### src/rtl/aes_pkg.sv
// Shared AES helpers: GF(2^8) constant multiplies for InvMixColumns,
// state byte addressing and the legal key-length/round-count pairs.
package aes_pkg;

  localparam int NK_AES128 = 4;
  localparam int NR_AES128 = 10;
  localparam int NK_AES192 = 6;
  localparam int NR_AES192 = 12;
  localparam int NK_AES256 = 8;
  localparam int NR_AES256 = 14;

  function automatic bit legal_cfg(input int nk, input int nr);
    return (nk == NK_AES128 && nr == NR_AES128) ||
           (nk == NK_AES192 && nr == NR_AES192) ||
           (nk == NK_AES256 && nr == NR_AES256);
  endfunction

  // Multiply by {02} modulo x^8 + x^4 + x^3 + x + 1.
  function automatic logic [7:0] xtime(input logic [7:0] b);
    return {b[6:0], 1'b0} ^ (b[7] ? 8'h1b : 8'h00);
  endfunction

  function automatic logic [7:0] gmul9(input logic [7:0] b);
    logic [7:0] x8;
    x8 = xtime(xtime(xtime(b)));
    return x8 ^ b;
  endfunction

  function automatic logic [7:0] gmul11(input logic [7:0] b);
    logic [7:0] x2, x8;
    x2 = xtime(b);
    x8 = xtime(xtime(x2));
    return x8 ^ x2 ^ b;
  endfunction

  function automatic logic [7:0] gmul13(input logic [7:0] b);
    logic [7:0] x4, x8;
    x4 = xtime(xtime(b));
    x8 = xtime(x4);
    return x8 ^ x4 ^ b;
  endfunction

  function automatic logic [7:0] gmul14(input logic [7:0] b);
    logic [7:0] x2, x4, x8;
    x2 = xtime(b);
    x4 = xtime(x2);
    x8 = xtime(x4);
    return x8 ^ x4 ^ x2;
  endfunction

  // LSB position of state byte s(row,col); s(0,0) sits at [127:120].
  function automatic int byte_lsb(input int row, input int col);
    return 120 - 8 * (4 * col + row);
  endfunction

endpackage

### src/rtl/aes_inv_sbox.sv
// Combinational AES inverse S-box, one byte in, one byte out.
module aes_inv_sbox (
  input  logic [7:0] in_byte,
  output logic [7:0] out_byte
);

  // Entry 0x00 occupies the top byte, so entry n sits at bit (255-n)*8.
  localparam logic [2047:0] INV_SBOX = {
    128'h52096ad53036a538bf40a39e81f3d7fb, 128'h7ce339829b2fff87348e4344c4dee9cb,
    128'h547b9432a6c2233dee4c950b42fac34e, 128'h082ea16628d924b2765ba2496d8bd125,
    128'h72f8f66486689816d4a45ccc5d65b692, 128'h6c704850fdedb9da5e154657a78d9d84,
    128'h90d8ab008cbcd30af7e45805b8b34506, 128'hd02c1e8fca3f0f02c1afbd0301138a6b,
    128'h3a9111414f67dcea97f2cfcef0b4e673, 128'h96ac7422e7ad3585e2f937e81c75df6e,
    128'h47f11a711d29c5896fb7620eaa18be1b, 128'hfc563e4bc6d279209adbc0fe78cd5af4,
    128'h1fdda8338807c731b11210592780ec5f, 128'h60517fa919b54a0d2de57a9f93c99cef,
    128'ha0e03b4dae2af5b0c8ebbb3c83539961, 128'h172b047eba77d626e169146355210c7d
  };

  assign out_byte = INV_SBOX[{~in_byte, 3'b000} +: 8];

endmodule

### src/rtl/aes_inv_cipher_iter.sv
// Iterative AES inverse cipher: one inverse round per clock, fed by the
// full expanded key schedule from the key-expansion block.
module aes_inv_cipher_iter
  import aes_pkg::*;
#(
  parameter int NK = 4,
  parameter int NB = 4,
  parameter int NR = 10
) (
  input  logic                    clk,
  input  logic                    rst_n,
  input  logic                    in_valid,
  output logic                    in_ready,
  input  logic [127:0]            ciphertext,
  input  logic [32*NB*(NR+1)-1:0] w,
  output logic                    out_valid,
  output logic [127:0]            plaintext
);

  localparam int RW = $clog2(NR + 1);

  localparam logic [1:0] ST_IDLE  = 2'd0;
  localparam logic [1:0] ST_ROUND = 2'd1;
  localparam logic [1:0] ST_FINAL = 2'd2;

  if (!legal_cfg(NK, NR)) begin : g_bad_cfg
    $error("aes_inv_cipher_iter: NK/NR must be 4/10, 6/12 or 8/14");
  end

  logic [1:0]    fsm_q, fsm_d;
  logic [RW-1:0] round_q, round_d;
  logic [127:0]  state_q, state_d;
  logic [127:0]  plaintext_q, plaintext_d;
  logic          out_valid_q, out_valid_d;

  logic [127:0] rk [0:NR];
  logic [127:0] isr, isb, ark, imc;

  // Word 4r is state column 0 of round key r, so it lands in the top 32 bits.
  for (genvar g = 0; g <= NR; g++) begin : g_rk
    assign rk[g] = {w[32*(NB*g)   +: 32], w[32*(NB*g+1) +: 32],
                    w[32*(NB*g+2) +: 32], w[32*(NB*g+3) +: 32]};
  end

  // NOTE: every always_comb output gets a default first so no path can infer a latch.
  always_comb begin
    isr = '0;
    for (int r = 0; r < 4; r++) begin
      for (int c = 0; c < 4; c++) begin
        isr[byte_lsb(r, c) +: 8] = state_q[byte_lsb(r, (c - r + 4) % 4) +: 8];
      end
    end
  end

  for (genvar i = 0; i < 16; i++) begin : g_sbox
    aes_inv_sbox u_inv_sbox (
      .in_byte  (isr[8*i +: 8]),
      .out_byte (isb[8*i +: 8])
    );
  end

  assign ark = isb ^ rk[round_q];

  always_comb begin
    logic [7:0] a0, a1, a2, a3;
    imc = '0;
    for (int c = 0; c < 4; c++) begin
      a0 = ark[byte_lsb(0, c) +: 8];
      a1 = ark[byte_lsb(1, c) +: 8];
      a2 = ark[byte_lsb(2, c) +: 8];
      a3 = ark[byte_lsb(3, c) +: 8];
      imc[byte_lsb(0, c) +: 8] = gmul14(a0) ^ gmul11(a1) ^ gmul13(a2) ^ gmul9(a3);
      imc[byte_lsb(1, c) +: 8] = gmul9(a0)  ^ gmul14(a1) ^ gmul11(a2) ^ gmul13(a3);
      imc[byte_lsb(2, c) +: 8] = gmul13(a0) ^ gmul9(a1)  ^ gmul14(a2) ^ gmul11(a3);
      imc[byte_lsb(3, c) +: 8] = gmul11(a0) ^ gmul13(a1) ^ gmul9(a2)  ^ gmul14(a3);
    end
  end

  always_comb begin
    fsm_d       = fsm_q;
    round_d     = round_q;
    state_d     = state_q;
    plaintext_d = plaintext_q;
    out_valid_d = 1'b0;
    case (fsm_q)
      ST_IDLE: begin
        if (in_valid) begin
          state_d = ciphertext ^ rk[NR];
          round_d = RW'(NR - 1);
          fsm_d   = ST_ROUND;
        end
      end
      ST_ROUND: begin
        state_d = imc;
        round_d = round_q - RW'(1);
        if (round_q == RW'(1)) fsm_d = ST_FINAL;
      end
      ST_FINAL: begin
        plaintext_d = isb ^ rk[0];
        out_valid_d = 1'b1;
        fsm_d       = ST_IDLE;
      end
      default: fsm_d = ST_IDLE;
    endcase
  end

  // NOTE: sequential state uses non-blocking assignments so every register samples pre-edge values.
  always_ff @(posedge clk or negedge rst_n) begin
    if (!rst_n) begin
      fsm_q       <= ST_IDLE;
      round_q     <= '0;
      state_q     <= '0;
      plaintext_q <= '0;
      out_valid_q <= 1'b0;
    end else begin
      fsm_q       <= fsm_d;
      round_q     <= round_d;
      state_q     <= state_d;
      plaintext_q <= plaintext_d;
      out_valid_q <= out_valid_d;
    end
  end

  assign in_ready  = (fsm_q == ST_IDLE);
  assign out_valid = out_valid_q;
  assign plaintext = plaintext_q;

endmodule

### config.mk
export PLATFORM = sky130hd
export DESIGN_NAME = aes_inv_cipher_iter
export DESIGN_NICKNAME = d
export VERILOG_FILES = /design/src/rtl/aes_pkg.sv /design/src/rtl/aes_inv_sbox.sv /design/src/rtl/aes_inv_cipher_iter.sv
export SDC_FILE = /design/constraint.sdc
export NUM_CORES = 2
export LEC_CHECK = 0
export CAP_MARGIN = 5
export CELL_PAD_IN_SITES_DETAIL_PLACEMENT = 0
export CELL_PAD_IN_SITES_GLOBAL_PLACEMENT = 1
export CORE_AREA = 3 3 658 660
export DETAILED_ROUTE_END_ITERATION = 16
export DIE_AREA = 0 0 661 663
export DONT_BUFFER_PORTS = 1
export GPL_TIMING_DRIVEN = 1
export PLACE_DENSITY = 0.51
export SYNTH_ARGS = -nofsm -noshare
export SYNTH_HDL_FRONTEND = slang
export SYNTH_SLANG_ARGS = --single-unit
### constraint.sdc
create_clock -name clk -period 4.3 [get_ports clk]
set_input_delay 0.645 -clock clk [delete_from_list [all_inputs] [get_ports clk]]
set_output_delay 0.645 -clock clk [all_outputs]
set_load 0.02 [all_outputs]
==> metrics.yaml <==
outcome: "finished, violations left"
violations: "setup timing"
synth_nets: 13433
die_y_um: 663
finalCriticalPeriod_ps: 4600
grt_use_met2_pct: 56.8
cts_sinks: 263
wl_um: 899000
fin_nets: 16952
avgSynthCellArea_sq_um: 7.68
first_global_vias: 116963
layout-drive-gt1-share_pct: 49.2
path_max_fanout: 4
top_usage_layer: "met2"
crit_chain: "buf_6, ha_4, buf_12, and2_4, buf_6, or3_1, o311a_1, a211o_1, mux4_2, xnor2_4, buf_12, xnor2_4, xnor2_1, xnor3_2, buf_6, xnor2_1, o211ai_1, o21ai_1"
skew_ps: 43.4
path_common_cell: "buf_6"
cts_tree: "yes"
clockBufferDepth: 3
layout_commonest_cell: "buf_4"
yosys_warnings: 0
synth_top_flop_cell: "dfrtp_1"
clk_pin_slew_ps: 60
max_freq_ghz: 0.217
drt_first_pass_iters: 6
cts-root-buf: "clkbuf_16"
slowest_delay_ps: 570
grtUsageMet1_pct: 47.0
slew_violations: 0
start_kind: "register"
area_delta_synth_final_pct: 67.1
place_hpwl_um: 752000
ios: 1669
ys_types: 130
globalRouteOverflowTotal: 0
fin_tns_setup_ps: -7570
synth-seq-cells: 263
worst-setup-path-type: "reg -> reg"
dieWidth_um: 661
setup_ws_ps: -301
cts_max_level: 2
grt_max_degree: 264
synth-async-reset-ratio_pct: 100
max_slew.worst_pin.slew_ps: 1200
clock_latency_ps: 800
start_util_pct: 20.9
final.fill_count: 44947
drcViolationCount: 0
grtUsageTotal_pct: 38.8
globalplace.congestion: 1.10
drtIter0Drc: 16544
vias_per_cell: 5.87
cp_slowest_cell: "mux4_2"
dpl.cell_count: 20142
core_sq_mm: 0.427
crit_required_ps: 4930
grtUsageMet3_pct: 14.7
finalCritPeriodShare_pct: 107
num_vias: 125823
hold_path_class: "in -> reg"
io_buffer_count: 0
finalSetupViolCount: 73
post_drt_wl_per_cell_um: 42.0
finalHoldViolations: 0
postSynthCellCount: 11603
numCtsBuffers: 51
final_cell_mix: "3945 x buf_4, 796 x nand2_1, 726 x a21oi_1"
drv_cap: 0
grt_pass1_wl_um: 1150000
slew-limit-headroom_pct: 20.0
antenna_left: 0
layout.cells.non_filler: 21422
antenna_found_initial: 505
netlist_area_sq_mm: 0.0891
crit_path_end_kind: "register"
whs_ps: 62.1
num_rows: 240
die-area_sq_mm: 0.438
synth_edf_count: 0
ys_seq_area_share_pct: 7.39
arrival_ps: 5230
rsz0062_at_grt: "yes"
worst paths after layout:
| path | slack, ps | depth (start not counted) | startpoint | to |
|---|---|---|---|---|
| max in group asynchronous | 1850 | 4 | rst_n | state_q[27] |
| max reg2reg | -300 | 18 | state_q[32] | state_q[89] |
| min | 60 | 2 | w[80] | plaintext[48] |
| min reg2reg | 580 | 2 | state_q[86] | state_q[86] |
| max | -300 | 18 | state_q[32] | state_q[89] |
| min in group asynchronous | 320 | 2 | rst_n | state_q[82] |
worst max-delay path: cells and delay by family (launching register included):
kind | cells | cell delay (ps)
DFF | 1 | 480
AOI/OAI and AO/OA | 4 | 880
buffers and inverters | 5 | 690
xor gates and xnor gates | 5 | 1140
and+or+nand+nor | 2 | 430
adders and majority gates | 1 | 220
muxes | 1 | 570
logic make-up after synthesis:
family	Yosys count	synth area share, %
AO/OA/AOI/OAI	4140	32.4
buffers and inverters	1517	8.37
adder cells (fa/ha/maj)	291	4.09
flip-flops	263	7.39
multiplexers	688	13.5
AND/OR/NAND/NOR	3550	20.0
XOR/XNOR	1154	14.4
synth_stat cells (75+ instances only):
master,instances,area [sq um]
nor2b_1,296,1850
nor3_1,359,1800
xnor2_1,587,5140
a311oi_1,190,1660
buf_2,446,2230
dfrtp_1,263,6580
xor2_1,333,2920
nand3_1,309,1550
nor2_1,748,2810
a31oi_1,218,1360
mux2i_1,179,1790
o311ai_0,138,1210
o31ai_1,113,848
xnor3_1,95,2140
or3_1,88,551
buf_6,78,878
and3_1,75,469
ha_1,291,3640
o221ai_1,98,858
buf_4,154,1160
mux4_2,394,8870
and2_1,90,563
a221oi_1,157,1380
o211ai_1,194,1460
o22ai_1,90,563
nand2_1,842,3160
o21ai_0,831,4160
nand2b_1,373,2330
mux2_2,108,1220
a21oi_1,853,4270
clkbuf_1,572,2150
a211oi_1,269,2020
or2_2,84,526
inv_1,149,559
through the flow:
| step | setup slack [ps] | utilization [%] | cell area [sq um] |
|---|---|---|---|
| global placement | -1340 | 29.4 | 125000 |
| global route | -361 | 34.7 | 148000 |
| CTS | -293 | 32.4 | 139000 |
| finish | -301 | 34.9 | 149000 |
| floorplan | -40.5 | - | 89900 |
| detailed placement | -1190 | 29.4 | 125000 |
cell type report:
class	count	area, sq um	share of cell area, %
multi-input combinational	9823	88200	59.2
tap	5687	7120	4.78
antenna	570	1430	0.958
sequential	263	6750	4.53
inverter	198	893	0.600
timing repair buffer	4785	42700	28.7
clock inverter	29	365	0.245
clock buffer	67	1480	0.992
registers in the layout, indices dropped and copies added (netlist names):
register	count
fsm_q	2
round_q	4
plaintext	128
out_valid	1
state_q	128
layer usage:
metal	part of all wire, %	up-vias	wire, um
li1	-	51896	-
met1	38	62979	343000
met2	42	8430	373000
met3	12	2300	106000
met4	8.3	218	75000
met5	0.17	-	1500
what timing repair did:
item                                     CTS  global route
hold buffers                              15             2
gates resized for setup                 1606          1382
gates cloned                               8            11
pin swaps                                451           690
endpoints found under the hold margin    278            70
endpoints found under the setup margin   128           128
buffers inserted                         350           324
Power is left out: the tool's default activity adds up to more than one toggle a clock period on the data nets, which glitch-free logic cannot reach.
